--- src/rtl/btn_event_decoder_if.sv ---
// Merged button-event bus between the decoder and its single consumer.
// The decoder drives valid/code/type/overflow. The consumer answers with ready.
interface btn_event_decoder_if #(
    parameter int NUM_BTN = 5
);
    localparam int CODE_W = (NUM_BTN > 1) ? $clog2(NUM_BTN) : 1;

    logic              evt_valid;
    logic              evt_ready;
    logic [CODE_W-1:0] evt_code;
    logic [1:0]        evt_type;
    logic              evt_overflow;

    modport master (
        output evt_valid,
        output evt_code,
        output evt_type,
        output evt_overflow,
        input  evt_ready
    );

    modport slave (
        input  evt_valid,
        input  evt_code,
        input  evt_type,
        input  evt_overflow,
        output evt_ready
    );
endinterface

--- src/rtl/btn_event_decoder.sv ---
// Button event decoder.
// Turns debounced button levels into single-cycle short, long and repeat pulses.
// Every pulse is also merged into one valid/ready event register.
// Optional feature: define BTN_EVT_REPEAT_EN to turn on auto-repeat while a button is held.
// Without it, repeat_pulse stays 0 and REPEAT_CYCLES only affects the counter width.
module btn_event_decoder #(
    parameter int NUM_BTN           = 5,
    parameter int LONG_PRESS_CYCLES = 50_000_000,
    parameter int REPEAT_CYCLES     = 10_000_000
) (
    input  logic               clk,
    input  logic               reset,
    input  logic [NUM_BTN-1:0] btn_level,
    output logic [NUM_BTN-1:0] short_pulse,
    output logic [NUM_BTN-1:0] long_pulse,
    output logic [NUM_BTN-1:0] repeat_pulse,
    btn_event_decoder_if.master evt
);

    localparam int MAX_CYCLES = (LONG_PRESS_CYCLES > REPEAT_CYCLES) ? LONG_PRESS_CYCLES : REPEAT_CYCLES;
    localparam int CNT_W      = $clog2(MAX_CYCLES);
    localparam int CODE_W     = (NUM_BTN > 1) ? $clog2(NUM_BTN) : 1;

    localparam logic [CNT_W-1:0]   LONG_LAST = CNT_W'(LONG_PRESS_CYCLES - 1);
    localparam logic [CNT_W-1:0]   CNT_ONE   = CNT_W'(1);
    localparam logic [NUM_BTN-1:0] BTN_ONE   = NUM_BTN'(1);
`ifdef BTN_EVT_REPEAT_EN
    localparam logic [CNT_W-1:0]   REPEAT_LAST = CNT_W'(REPEAT_CYCLES - 1);
`endif

    typedef enum logic [1:0] {
        IDLE  = 2'd0,
        PRESS = 2'd1,
        HOLD  = 2'd2
    } btn_state_e;

    btn_state_e         state_q [NUM_BTN];
    btn_state_e         state_n [NUM_BTN];
    logic [CNT_W-1:0]   cnt_q   [NUM_BTN];
    logic [CNT_W-1:0]   cnt_n   [NUM_BTN];

    logic [NUM_BTN-1:0] short_n;
    logic [NUM_BTN-1:0] long_n;
    logic [NUM_BTN-1:0] repeat_n;
    logic [NUM_BTN-1:0] pulse_any_n;

    logic [CODE_W-1:0]  sel_code;
    logic [1:0]         sel_type;
    logic               multi_hit;
    logic               can_load;

    // Per-button state and counter registers. Reset returns every button to IDLE.
    always_ff @(posedge clk) begin
        for (int i = 0; i < NUM_BTN; i++) begin
            if (reset) begin
                state_q[i] <= IDLE;
                cnt_q[i]   <= '0;
            end else begin
                state_q[i] <= state_n[i];
                cnt_q[i]   <= cnt_n[i];
            end
        end
    end

    // Per-button press/hold decisions; each button raises at most one pulse per cycle.
    always_comb begin
        short_n  = '0;
        long_n   = '0;
        repeat_n = '0;
        for (int i = 0; i < NUM_BTN; i++) begin
            state_n[i] = state_q[i];
            cnt_n[i]   = cnt_q[i];
            case (state_q[i])
                IDLE: begin
                    if (btn_level[i]) begin
                        state_n[i] = PRESS;
                        cnt_n[i]   = '0;
                    end
                end
                PRESS: begin
                    if (!btn_level[i]) begin
                        state_n[i] = IDLE;
                        short_n[i] = 1'b1;
                    end else if (cnt_q[i] == LONG_LAST) begin
                        state_n[i] = HOLD;
                        cnt_n[i]   = '0;
                        long_n[i]  = 1'b1;
                    end else begin
                        cnt_n[i] = cnt_q[i] + CNT_ONE;
                    end
                end
                HOLD: begin
                    if (!btn_level[i]) begin
                        state_n[i] = IDLE;
`ifdef BTN_EVT_REPEAT_EN
                    end else if (cnt_q[i] == REPEAT_LAST) begin
                        cnt_n[i]    = '0;
                        repeat_n[i] = 1'b1;
                    end else begin
                        cnt_n[i] = cnt_q[i] + CNT_ONE;
`endif
                    end
                end
                default: begin
                    state_n[i] = IDLE;
                    cnt_n[i]   = '0;
                end
            endcase
        end
    end

    // Registered pulse outputs: each pulse is high in the cycle after its deciding edge.
    always_ff @(posedge clk) begin
        if (reset) begin
            short_pulse  <= '0;
            long_pulse   <= '0;
            repeat_pulse <= '0;
        end else begin
            short_pulse  <= short_n;
            long_pulse   <= long_n;
            repeat_pulse <= repeat_n;
        end
    end

    // Picks the lowest-index button that is pulsing and flags if more than one pulsed.
    always_comb begin
        pulse_any_n = short_n | long_n | repeat_n;
        sel_code    = '0;
        sel_type    = 2'b00;
        for (int i = NUM_BTN - 1; i >= 0; i--) begin
            if (pulse_any_n[i]) begin
                sel_code = CODE_W'(i);
                if (repeat_n[i]) begin
                    sel_type = 2'b11;
                end else if (long_n[i]) begin
                    sel_type = 2'b10;
                end else begin
                    sel_type = 2'b01;
                end
            end
        end
        multi_hit = |(pulse_any_n & (pulse_any_n - BTN_ONE));
        can_load  = !evt.evt_valid || evt.evt_ready;
    end

    // Event register. A slot that is free, or being drained this cycle, takes the new event.
    // An event that finds the slot blocked is dropped and sets the sticky overflow flag.
    always_ff @(posedge clk) begin
        if (reset) begin
            evt.evt_valid    <= 1'b0;
            evt.evt_code     <= '0;
            evt.evt_type     <= 2'b00;
            evt.evt_overflow <= 1'b0;
        end else if (can_load) begin
            evt.evt_valid <= |pulse_any_n;
            if (|pulse_any_n) begin
                evt.evt_code <= sel_code;
                evt.evt_type <= sel_type;
            end
            if (multi_hit) begin
                evt.evt_overflow <= 1'b1;
            end
        end else if (|pulse_any_n) begin
            evt.evt_overflow <= 1'b1;
        end
    end

endmodule

--- src/flat_wrapper.sv ---
// flat-port wrapper written by rule: the top's interface ports become plain ports
module btn_event_decoder_flat 
#(
    parameter int NUM_BTN           = 5,
    parameter int LONG_PRESS_CYCLES = 50_000_000,
    parameter int REPEAT_CYCLES     = 10_000_000
)
  (clk, reset, btn_level, short_pulse, long_pulse, repeat_pulse, evt_evt_valid, evt_evt_code, evt_evt_type, evt_evt_overflow, evt_evt_ready);
  btn_event_decoder_if #(.NUM_BTN(NUM_BTN)) evt_i ();
  input  logic clk;
  input  logic reset;
  input  logic [NUM_BTN-1:0] btn_level;
  output logic [NUM_BTN-1:0] short_pulse;
  output logic [NUM_BTN-1:0] long_pulse;
  output logic [NUM_BTN-1:0] repeat_pulse;
  output wire logic [$bits(evt_i.evt_valid)-1:0] evt_evt_valid;
  output wire logic [$bits(evt_i.evt_code)-1:0] evt_evt_code;
  output wire logic [$bits(evt_i.evt_type)-1:0] evt_evt_type;
  output wire logic [$bits(evt_i.evt_overflow)-1:0] evt_evt_overflow;
  input wire logic [$bits(evt_i.evt_ready)-1:0] evt_evt_ready;
  assign evt_evt_valid = evt_i.evt_valid;
  assign evt_evt_code = evt_i.evt_code;
  assign evt_evt_type = evt_i.evt_type;
  assign evt_evt_overflow = evt_i.evt_overflow;
  assign evt_i.evt_ready = evt_evt_ready;
  btn_event_decoder #(.NUM_BTN(NUM_BTN), .LONG_PRESS_CYCLES(LONG_PRESS_CYCLES), .REPEAT_CYCLES(REPEAT_CYCLES)) u_core (.clk(clk), .reset(reset), .btn_level(btn_level), .short_pulse(short_pulse), .long_pulse(long_pulse), .repeat_pulse(repeat_pulse), .evt(evt_i));
endmodule
--- config.mk ---
export PLATFORM = sky130hd
export DESIGN_NAME = btn_event_decoder_flat
export DESIGN_NICKNAME = d
export VERILOG_FILES = /design/src/rtl/btn_event_decoder_if.sv /design/src/rtl/btn_event_decoder.sv /design/src/flat_wrapper.sv
export SDC_FILE = /design/constraint.sdc
export NUM_CORES = 1
export LEC_CHECK = 0
export BUFFER_PORTS_ARGS = -buffer_cell sky130_fd_sc_hd__buf_2
export CORE_ASPECT_RATIO = 0.9
export CORE_MARGIN = 5
export CORE_UTILIZATION = 40
export CTS_BUF_LIST = sky130_fd_sc_hd__clkbuf_4 sky130_fd_sc_hd__clkbuf_8 sky130_fd_sc_hd__clkbuf_16
export DETAILED_ROUTE_END_ITERATION = 12
export HOLD_SLACK_MARGIN = 0.06
export SKIP_LAST_GASP = 1
export SLEW_MARGIN = 20
export SYNTH_ARGS = -nofsm -noshare
export SYNTH_HDL_FRONTEND = slang
export SYNTH_SLANG_ARGS = --single-unit
--- constraint.sdc ---
create_clock -name clk -period 2.5 [get_ports clk]
set_input_delay 0.375 -clock clk [delete_from_list [all_inputs] [get_ports clk]]
set_output_delay 0.375 -clock clk [all_outputs]
set_load 0.005 [all_outputs]
==> metrics.yaml <==
run_status:
  status: "completed"
sta:
  tightest_slew_ps: 662
  finalHoldViolations: 0
  finalCriticalPeriod_ps: 2340
  rsz0062_at_grt: "no"
  setup_viol: 0
  fin_setup_tns_ps: 0
  relSlewSlack: 0.555
  min_period_over_period: 0.935
  slew_violations: 0
  max_freq_mhz: 428
  fin_skew_ps: 10.9
floorplanning:
  die_w_microns: 161
  die-height_microns: 146
  core_region_area_sq_mm: 0.0200
  rows: 49
  num_io_pins: 30
  start_util: 0.407
  die-area_sq_mm: 0.0234
clock_tree:
  clk-insertion-delay-late_ps: 420
  cts_buffers: 17
  cts_tree: "built"
  cts_hold_buf: 0
  clock_path_buffers: 2
  cts_htree_levels: 4
  cts_root_buf: "clkbuf_16"
  clkSinkCount: 157
  clk_pin_slew_ps: 60
synthesis:
  syn_avg_cell_area_sq_um: 8.09
  synth_edf_count: 0
  synth_cell_types: 78
  ys_ff_latch: 157
  ys_seq_area_frac: 0.385
  synth-main-ff-cell: "dfxtp_1"
  synthCells: 1010
  synthArstFlopShare: 0
  syn_area_sq_mm: 0.00817
  yosysWarnings: 0
setup_path:
  worstPathMaxFanout: 8
  cp-start-kind: "register"
  crit_required_ps: 2840
  path_class: "register to register"
  worstSetupEndpointType: "register"
  critical_path_arrival_ps: 2670
global_routing:
  grt_pass1_vias: 6560
  antenna_found_initial: 0
  grt_pass1_wl_mm: 33.4
  grt_max_degree: 28
  grt.total_usage: 0.168
  overflow: 0
drt:
  drc: 0
  vias: 7364
  viasPerCell: 5.65
  wire_per_inst_microns: 15.3
  drt_iter0_drc: 416
  drt_first_pass_iters: 5
  ant_nets: 0
  wl_mm: 19.9
power:
  p_int_uw: 4320
  p_leak_uw: 0.00298
  switching_share: 0.223
  total_power_uw: 5560
  p_comb_frac: 0.052
  pwr-share-seq: 0.457
  p_sw_uw: 1240
  clockPowerShare: 0.491
  vdd_drop_max_mv: 0.480
  p_per_area_mw_per_mm2: 601
final_layout:
  syn_to_final_growth_pct: 13.4
  nets: 1048
  drive_gt1_frac: 0.106
  regArea_sq_mm: 0.00314
  fillers: 1957
  multiInputGateArea_sq_mm: 0.00474
  final_cell_mix: "157 x dfxtp_1, 128 x nor2_1, 77 x a21oi_1"
  layout_commonest_cell: "dfxtp_1"
  diodes: 0
min_path:
  holdCritPathClass: "input pin to register"
run:
  cap_violations: 0
placement:
  place_congestion: 0.844
  dp_hpwl_mm: 13.6
  portBuffers: 24
==> layer usage <==
metal | GRT usage | wire (microns)
met2 | 0.248 | 8710
met4 | 0.0361 | 173
met1 | 0.251 | 10300
met3 | 0.0357 | 703
met5 | 0 | 0
==> worst max-delay path: stages (launching register included) <==
cell,delay (ps)
dfxtp_1,390
ha_1,250
nand3_4,140
or4_1,630
o22a_2,310
nand4b_1,180
o21ai_2,100
a221oi_2,260
==> layout make-up <==
class / count / area share
multi-input combinational: 790 / 0.512
inverter: 13 / 0.00527
clock buffer: 23 / 0.0535
clock inverter: 9 / 0.0143
sequential: 157 / 0.339
timing repair buffer: 56 / 0.0409
tap: 255 / 0.0345
==> logic make-up (layout without fill, tap and decap cells) <==
logic type,count (synthesis),in the layout,synth area share
AND/OR/NAND/NOR,499,499,0.335
other,1,5,0.000459
AO/OA/AOI/OAI,223,223,0.169
XOR/XNOR,47,47,0.0504
buffers and inverters,67,101,0.0380
flip-flops,157,157,0.385
adder cells (fa/ha/maj),5,5,0.00766
multiplexers,11,11,0.0142
==> cells in the mapped netlist, drive strengths merged (7+ instances only) <==
library cell	n	share of area
nor3b	15	0.014
or4	7	0.0069
nor2	129	0.060
o21a	7	0.0064
nand2	74	0.034
clkbuf	32	0.015
buf	22	0.017
nand3b	9	0.0083
nor4b	10	0.011
dfxtp	157	0.38
inv	12	0.0055
xnor2	29	0.031
a211oi	9	0.0083
a21oi	77	0.047
and2	13	0.010
nand4b	9	0.0097
and3	18	0.014
o21ai	60	0.037
nand3	35	0.023
or3	16	0.012
nor4	33	0.028
xor2	18	0.019
a311oi	12	0.013
nor2b	15	0.011
a31oi	13	0.010
nor3	38	0.024
and4	17	0.018
nand2b	9	0.0069
nand4	41	0.031
==> power groups by stage <==
stage | Sequential (uW) | Clock (uW) | Combinational [uW]
finish | 2540 | 2730 | 288
global route | 2540 | 2900 | 320
CTS | 2540 | 2790 | 288
detailed placement | 2600 | 0 | 286
global placement | 2600 | 0 | 286
floorplan | 2590 | 0 | 192
==> sequential cells by signal, indices dropped and copies added, names as in the netlist <==
| name | flops |
|---|---|
| u_core.state_q | 10 |
| u_core.short_pulse | 5 |
| u_core.evt.evt_type | 2 |
| u_core.evt.evt_overflow | 1 |
| u_core.evt.evt_code | 3 |
| u_core.long_pulse | 5 |
| u_core.evt.evt_valid | 1 |
| u_core.cnt_q | 130 |
==> metrics by stage <==
stage / instances / setup slack [ps] / cell area [sq um] / hold WS [ps] / utilization
6_report: 1303 / 162 / 9260 / 260 / 0.462
5_1_grt: 1303 / 18.6 / 9260 / 249 / 0.462
4_1_cts: 1303 / 143 / 9250 / 246 / 0.461
3_5_place_dp: 1271 / 156 / 8620 / 483 / 0.430
3_3_place_gp: 1271 / 248 / 8620 / 474 / 0.430
2_1_floorplan: 1014 / 353 / 8180 / 453 / -
==> path summary, 6_finish.rpt <==
path	start	depth (start not counted)	slack [ps]	end
setup / recovery	u_core.cnt_q[2][0]	7	160	u_core.evt.evt_type[1]
hold / removal	btn_level[0]	2	260	u_core.short_pulse[0]
setup reg to reg	u_core.cnt_q[2][0]	7	160	u_core.evt.evt_type[1]
hold reg to reg	u_core.cnt_q[1][2]	2	490	u_core.cnt_q[1][2]
==> repair_timing <==
action / 4_1_cts / 5_1_grt
endpoints found under the setup margin: 0 / 2
buffers inserted: 0 / 0
gates resized for setup: 0 / 2
endpoints found under the hold margin: 0 / 0
No activity file was read; power rests on OpenSTA's default activity.
